<file path="src/rtl/if_stage_unit.sv">
// if_stage_unit: instruction-fetch stage.
// Owns the PC, presents it to the combinational instruction memory and captures
// the returned word into the IF/ID register. An EX-stage taken branch redirects
// the PC and flushes IF/ID; a hazard freeze holds both.
// Optional performance counters are built when IF_PERF_CNT_EN is defined;
// otherwise fetch_cnt/flush_cnt read 0 and no counter registers exist.
module if_stage_unit #(
   parameter int              N        = 32,
   parameter logic [N-1:0]    RESET_PC = '0
) (
   input  logic          clk,
   input  logic          rst_n,
   input  logic          freeze,
   input  logic          branch_taken,
   input  logic [N-1:0]  branch_addr,
   output logic [N-1:0]  imem_adr,
   input  logic [N-1:0]  imem_instr,
   output logic [N-1:0]  id_pc,
   output logic [N-1:0]  id_instr,
   output logic          id_valid,
   output logic [N-1:0]  fetch_cnt,
   output logic [N-1:0]  flush_cnt
);

   logic [N-1:0] pc_q, pc_d;
   logic [N-1:0] pc_plus4;
   logic [N-1:0] br_target;
   logic [N-1:0] id_pc_q, id_pc_d;
   logic [N-1:0] id_instr_q, id_instr_d;
   logic         id_valid_q, id_valid_d;
   logic         load_en;

   // Word-align the branch target; the low two address bits never reach the PC.
   assign br_target = branch_addr & ~N'(3);
   assign pc_plus4  = pc_q + N'(4);
   assign load_en   = !branch_taken && !freeze;

   // Next-state selection: branch beats freeze beats sequential fetch.
   always_comb begin
      pc_d       = pc_q;
      id_pc_d    = id_pc_q;
      id_instr_d = id_instr_q;
      id_valid_d = id_valid_q;
      if (branch_taken) begin
         pc_d       = br_target;
         id_pc_d    = '0;
         id_instr_d = '0;
         id_valid_d = 1'b0;
      end else if (!freeze) begin
         pc_d       = pc_plus4;
         id_pc_d    = pc_plus4;
         id_instr_d = imem_instr;
         id_valid_d = 1'b1;
      end
   end

   // PC register.
   always_ff @(posedge clk or negedge rst_n) begin
      if (!rst_n) pc_q <= RESET_PC;
      else        pc_q <= pc_d;
   end

   // IF/ID pipeline register; imem_instr is only sampled on a real load.
   always_ff @(posedge clk or negedge rst_n) begin
      if (!rst_n) begin
         id_pc_q    <= '0;
         id_instr_q <= '0;
         id_valid_q <= 1'b0;
      end else begin
         id_pc_q    <= id_pc_d;
         id_instr_q <= id_instr_d;
         id_valid_q <= id_valid_d;
      end
   end

   assign imem_adr = pc_q;
   assign id_pc    = id_pc_q;
   assign id_instr = id_instr_q;
   assign id_valid = id_valid_q;

`ifdef IF_PERF_CNT_EN
   logic [N-1:0] fetch_cnt_q, flush_cnt_q;

   // Performance counters: real IF/ID loads and taken-branch flush cycles.
   always_ff @(posedge clk or negedge rst_n) begin
      if (!rst_n) begin
         fetch_cnt_q <= '0;
         flush_cnt_q <= '0;
      end else begin
         if (load_en)      fetch_cnt_q <= fetch_cnt_q + N'(1);
         if (branch_taken) flush_cnt_q <= flush_cnt_q + N'(1);
      end
   end

   assign fetch_cnt = fetch_cnt_q;
   assign flush_cnt = flush_cnt_q;
`else
   logic unused_load_en;
   assign unused_load_en = load_en;
   assign fetch_cnt      = '0;
   assign flush_cnt      = '0;
`endif

endmodule

</file>
<file path="config.mk">
export PLATFORM = sky130hd
export DESIGN_NAME = if_stage_unit
export DESIGN_NICKNAME = d
export VERILOG_FILES = /design/src/rtl/if_stage_unit.sv
export SDC_FILE = /design/constraint.sdc
export NUM_CORES = 1
export LEC_CHECK = 0
export CAP_MARGIN = 15
export CORE_MARGIN = 3
export CORE_UTILIZATION = 40
export CTS_BUF_LIST = sky130_fd_sc_hd__clkbuf_4
export DETAILED_ROUTE_END_ITERATION = 10
export PLACE_DENSITY = 0.8
export SYNTH_ARGS = -nofsm -noshare
export SYNTH_HDL_FRONTEND = slang
export SYNTH_SLANG_ARGS = --single-unit
</file>
<file path="constraint.sdc">
create_clock -name clk -period 2.3 [get_ports clk]
set_input_delay 0.23 -clock clk [delete_from_list [all_inputs] [get_ports clk]]
set_output_delay 0.23 -clock clk [all_outputs]
set_load 0.01 [all_outputs]
</file>
==> flow_summary.toml <==
[floorplanning]
die_width_um = 121
die_area_um2 = 14600
design.core.area_um2 = 12800
die_h_um = 121
initial_utilization_pct = 41.3
placementRows = 41
top_level_ports = 229

[grt]
grt_antenna_before_repair = 3
maximum_number_of_pins_on_one_net_before_global_route_repair = 95
grt_pass1_vias = 4585
overall_fraction_of_global_route_tracks_in_use_pct = 20.4
grt.overflow.total = 0
grt_first_pass_wirelength_mm = 23.7

[timing]
setup_viol_count_final = 0
finalMaxSlewViolations = 0
fmaxAchievable_mhz = 456
fin_ws_ps = 105
finalCritPeriodShare_pct = 95.4
setup_repair_after_global_routing_missed_its_margin = "false"
final.setup.tns_ps = 0
hold_viol_final = 0
skew_ps = 16.2
worst-slew-pin-transition_ps = 665
final.min_clock_period_ps = 2190
max-slew-margin-rel_pct = 55.6

[detailed_routing]
highest_layer = "met5"
drt_first_pass_iters = 5
met3RoutedLength_mm = 1.04
drt_wl_total_mm = 15.0
post-route-drc-count = 0
detail_route.wirelength.met1_mm = 6.06
via_count = 4732
post_drt_wl_per_cell_um = 16.3
ant_nets = 0
detailroute.wirelength.met2_mm = 7.44
vias_per_instance = 5.14
drt-initial-drc-count = 429

[power_and_ir_drop]
largest_voltage_drop_on_the_vdd_net_uv = 293
comb_power_share_pct = 25.2
sequential_cell_fraction_of_total_power_pct = 48.3
switchingPower_w = 0.00118
static-leakage-power_nw = 3.02
power_per_cell_area_nw_per_um2 = 543
power_report.internal_total_w = 0.00272
sw_frac_of_total_pct = 30.3
pwr-share-clk_pct = 26.5

[run_status]
status = "completed"

[synth]
synth_cell_type_count = 43
synth_seq_area_share_pct = 44.5
syn_area_um2 = 5280
synth_seq_cells = 94
syn_area_per_cell_um2 = 9.26
synth.yosys.warnings = 0
synthCells = 570

[critical_path]
crit_path_max_incr_delay_ps = 630
critPathRequiredTime_ps = 2720
worstSetupPathType = "reg -> reg"
maximum_fanout_along_the_worst_path = 8
worst_path_max_delay_cell = "sky130_fd_sc_hd__or4_1"
data_arrival_time_at_the_worst_slack_endpoint_ps = 2610
path_common_cell = "sky130_fd_sc_hd__or4_1"
timing.critical_path.from_type = "flip-flop"
critPathCaptureType = "flip-flop"
critical_path.cell_chain = "nand4_1 -> or4_1 -> buf_4 -> or4_1 -> a31oi_1"

[placed_design]
gp_routability_congestion = 0.833
place_ws_ps = 105
placed_area_um2 = 6990
numPortBuffers = 160
place.detailed.hpwl_mm = 11.1

[clock_network]
ctsHtreeMaxLevel = 3
tritoncts_num_sinks = 94
clock_tree.root_cell = "sky130_fd_sc_hd__clkbuf_4"
max-clock-path-buffers = 2
tritoncts = "built"
worst_skew_pair.late_latency_ps = 480
number_of_buffers_created_by_cts = 9
cts.reportedPaths.clkPinSlew_ps = 150

[worst_hold_path]
worstHoldPathType = "in -> reg"

[final_layout]
layout.core_utilization_pct = 56.3
final_layout_size_suffix_gt1_share_pct = 10.6
final_cell_area_um2 = 7190
layout-area-overhead-vs-synth_pct = 36.3
final_nets = 810

[flow_run]
max_cap_violations = 0
==> worst max-delay path: cells and delay by family (launching register included) <==
| kind | cells | cell delay, ps |
|---|---|---|
| simple gates | 3 | 1380 |
| flops | 1 | 390 |
| buf+inv | 1 | 190 |
| compound gates | 1 | 180 |
==> synth_stat cells (all sizes together) <==
cell / count / area share (%)
conb: 1 / 0.071
a31oi: 11 / 1.3
o21a: 2 / 0.28
nor2: 68 / 4.8
inv: 10 / 0.71
xor2: 5 / 0.83
a211oi: 11 / 1.6
xnor2: 21 / 3.5
nor4: 13 / 1.5
a311o: 2 / 0.38
nand2: 42 / 3.0
a211o: 3 / 0.50
nor2b: 2 / 0.24
nand4: 12 / 1.7
or4: 18 / 2.6
o21ai: 28 / 2.7
nand4b: 2 / 0.33
and3: 3 / 0.36
ha: 1 / 0.24
o221a: 1 / 0.21
nand3: 8 / 0.85
or3: 13 / 1.6
mux2i: 32 / 6.1
dfrtp: 94 / 45
nor3: 11 / 1.0
and4: 3 / 0.50
clkbuf: 33 / 2.4
a311oi: 10 / 1.7
or2: 3 / 0.36
a21oi: 10 / 0.95
buf: 78 / 10
nand2b: 1 / 0.12
a221oi: 1 / 0.17
a2111oi: 3 / 0.50
o31ai: 13 / 1.8
and2: 1 / 0.12
==> metrics by stage <==
stage	power [W]	instances	hold WS, ps
after global routing	0.00412	920	194
after global placement	0.00287	900	319
after floorplan	0.00242	635	-65.6
after CTS	0.00394	917	161
after detailed placement	0.00290	900	324
final	0.00391	920	195
==> worst paths after layout <==
check,start,end,slack [ps],cells past startpoint
setup / recovery,imem_adr[8]$_DFFE_PN0N_,imem_adr[24]$_DFFE_PN0N_,110,5
min in group asynchronous,rst_n,imem_adr[21]$_DFFE_PN0N_,300,3
hold / removal,freeze,imem_adr[4]$_DFFE_PN0N_,200,4
hold reg to reg,id_valid$_DFFE_PN0N_,id_valid$_DFFE_PN0N_,530,1
setup reg to reg,imem_adr[8]$_DFFE_PN0N_,imem_adr[24]$_DFFE_PN0N_,110,5
max in group asynchronous,rst_n,imem_adr[5]$_DFFE_PN0N_,1570,3
==> layout by cell type, fill, tap and decap left out, drive strengths merged, types with 3 or more instances in the layout <==
master / netlist / layout
nand2: 42 / 42
conb: 1 / 66
o21ai: 28 / 28
a211o: 3 / 3
xnor2: 21 / 21
mux2i: 32 / 32
clkdlybuf4s50: 0 / 157
nand3: 8 / 8
nor2: 68 / 68
clkinvlp: 0 / 3
xor2: 5 / 5
nor4: 13 / 13
inv: 10 / 10
and4: 3 / 3
a31oi: 11 / 11
clkbuf: 33 / 10
or4: 18 / 18
and3: 3 / 3
buf: 78 / 48
dfrtp: 94 / 94
a2111oi: 3 / 3
or3: 13 / 13
a311oi: 10 / 10
a211oi: 11 / 11
nor3: 11 / 11
nand4: 12 / 12
o31ai: 13 / 13
a21oi: 10 / 10
or2: 3 / 3
==> flip-flops by register name (all words and copies together) (netlist names) <==
name / cells
id_valid: 1
imem_adr: 30
id_pc: 31
id_instr: 32
==> cell type report <==
type | count | area, um2
Fill cell | 1185 | 5580
Multi-Input combinational cell | 420 | 2470
Sequential cell | 94 | 2350
Timing Repair Buffer | 206 | 1950
Tap cell | 172 | 215
Clock inverter | 6 | 86.3
Clock buffer | 10 | 75.1
Inverter | 10 | 37.5
Antenna cell | 2 | 5.00
==> power by group through the flow <==
stage               registers [W]  clock network [W]  logic [W]
finish                    0.00189            0.00104   0.000983
global route              0.00191            0.00114    0.00107
CTS                       0.00189            0.00107   0.000987
detailed placement        0.00192                  0   0.000981
global placement          0.00191                  0   0.000962
floorplan                 0.00196                  0   0.000455
==> layer usage <==
metal / track usage, % / vias to the layer above
met5: 0 / -
met4: 9.14 / 2
met3: 4.99 / 30
met2: 33.1 / 183
met1: 25.9 / 2290
li1: - / 2227
==> kinds of logic (layout without fill, tap and decap cells) <==
logic type / Yosys count / in the layout / share of synthesized area (%)
xor+xnor: 26 / 26 / 4.31
other cells: 1 / 68 / 0.0710
flops: 94 / 94 / 44.5
compound gates: 95 / 95 / 12.0
buf+inv: 121 / 232 / 13.5
fa+ha+maj: 1 / 1 / 0.237
mux: 32 / 32 / 6.07
simple gates: 200 / 200 / 19.2
==> what timing repair did <==
action | in CTS | in global routing
hold endpoints to repair | 94 | 0
endpoints found under the setup margin | 0 | 5
hold buffers | 1 | 0
gates resized for setup | 0 | 4
setup buffers | 0 | 1
No activity file was read; power rests on OpenSTA's default activity.
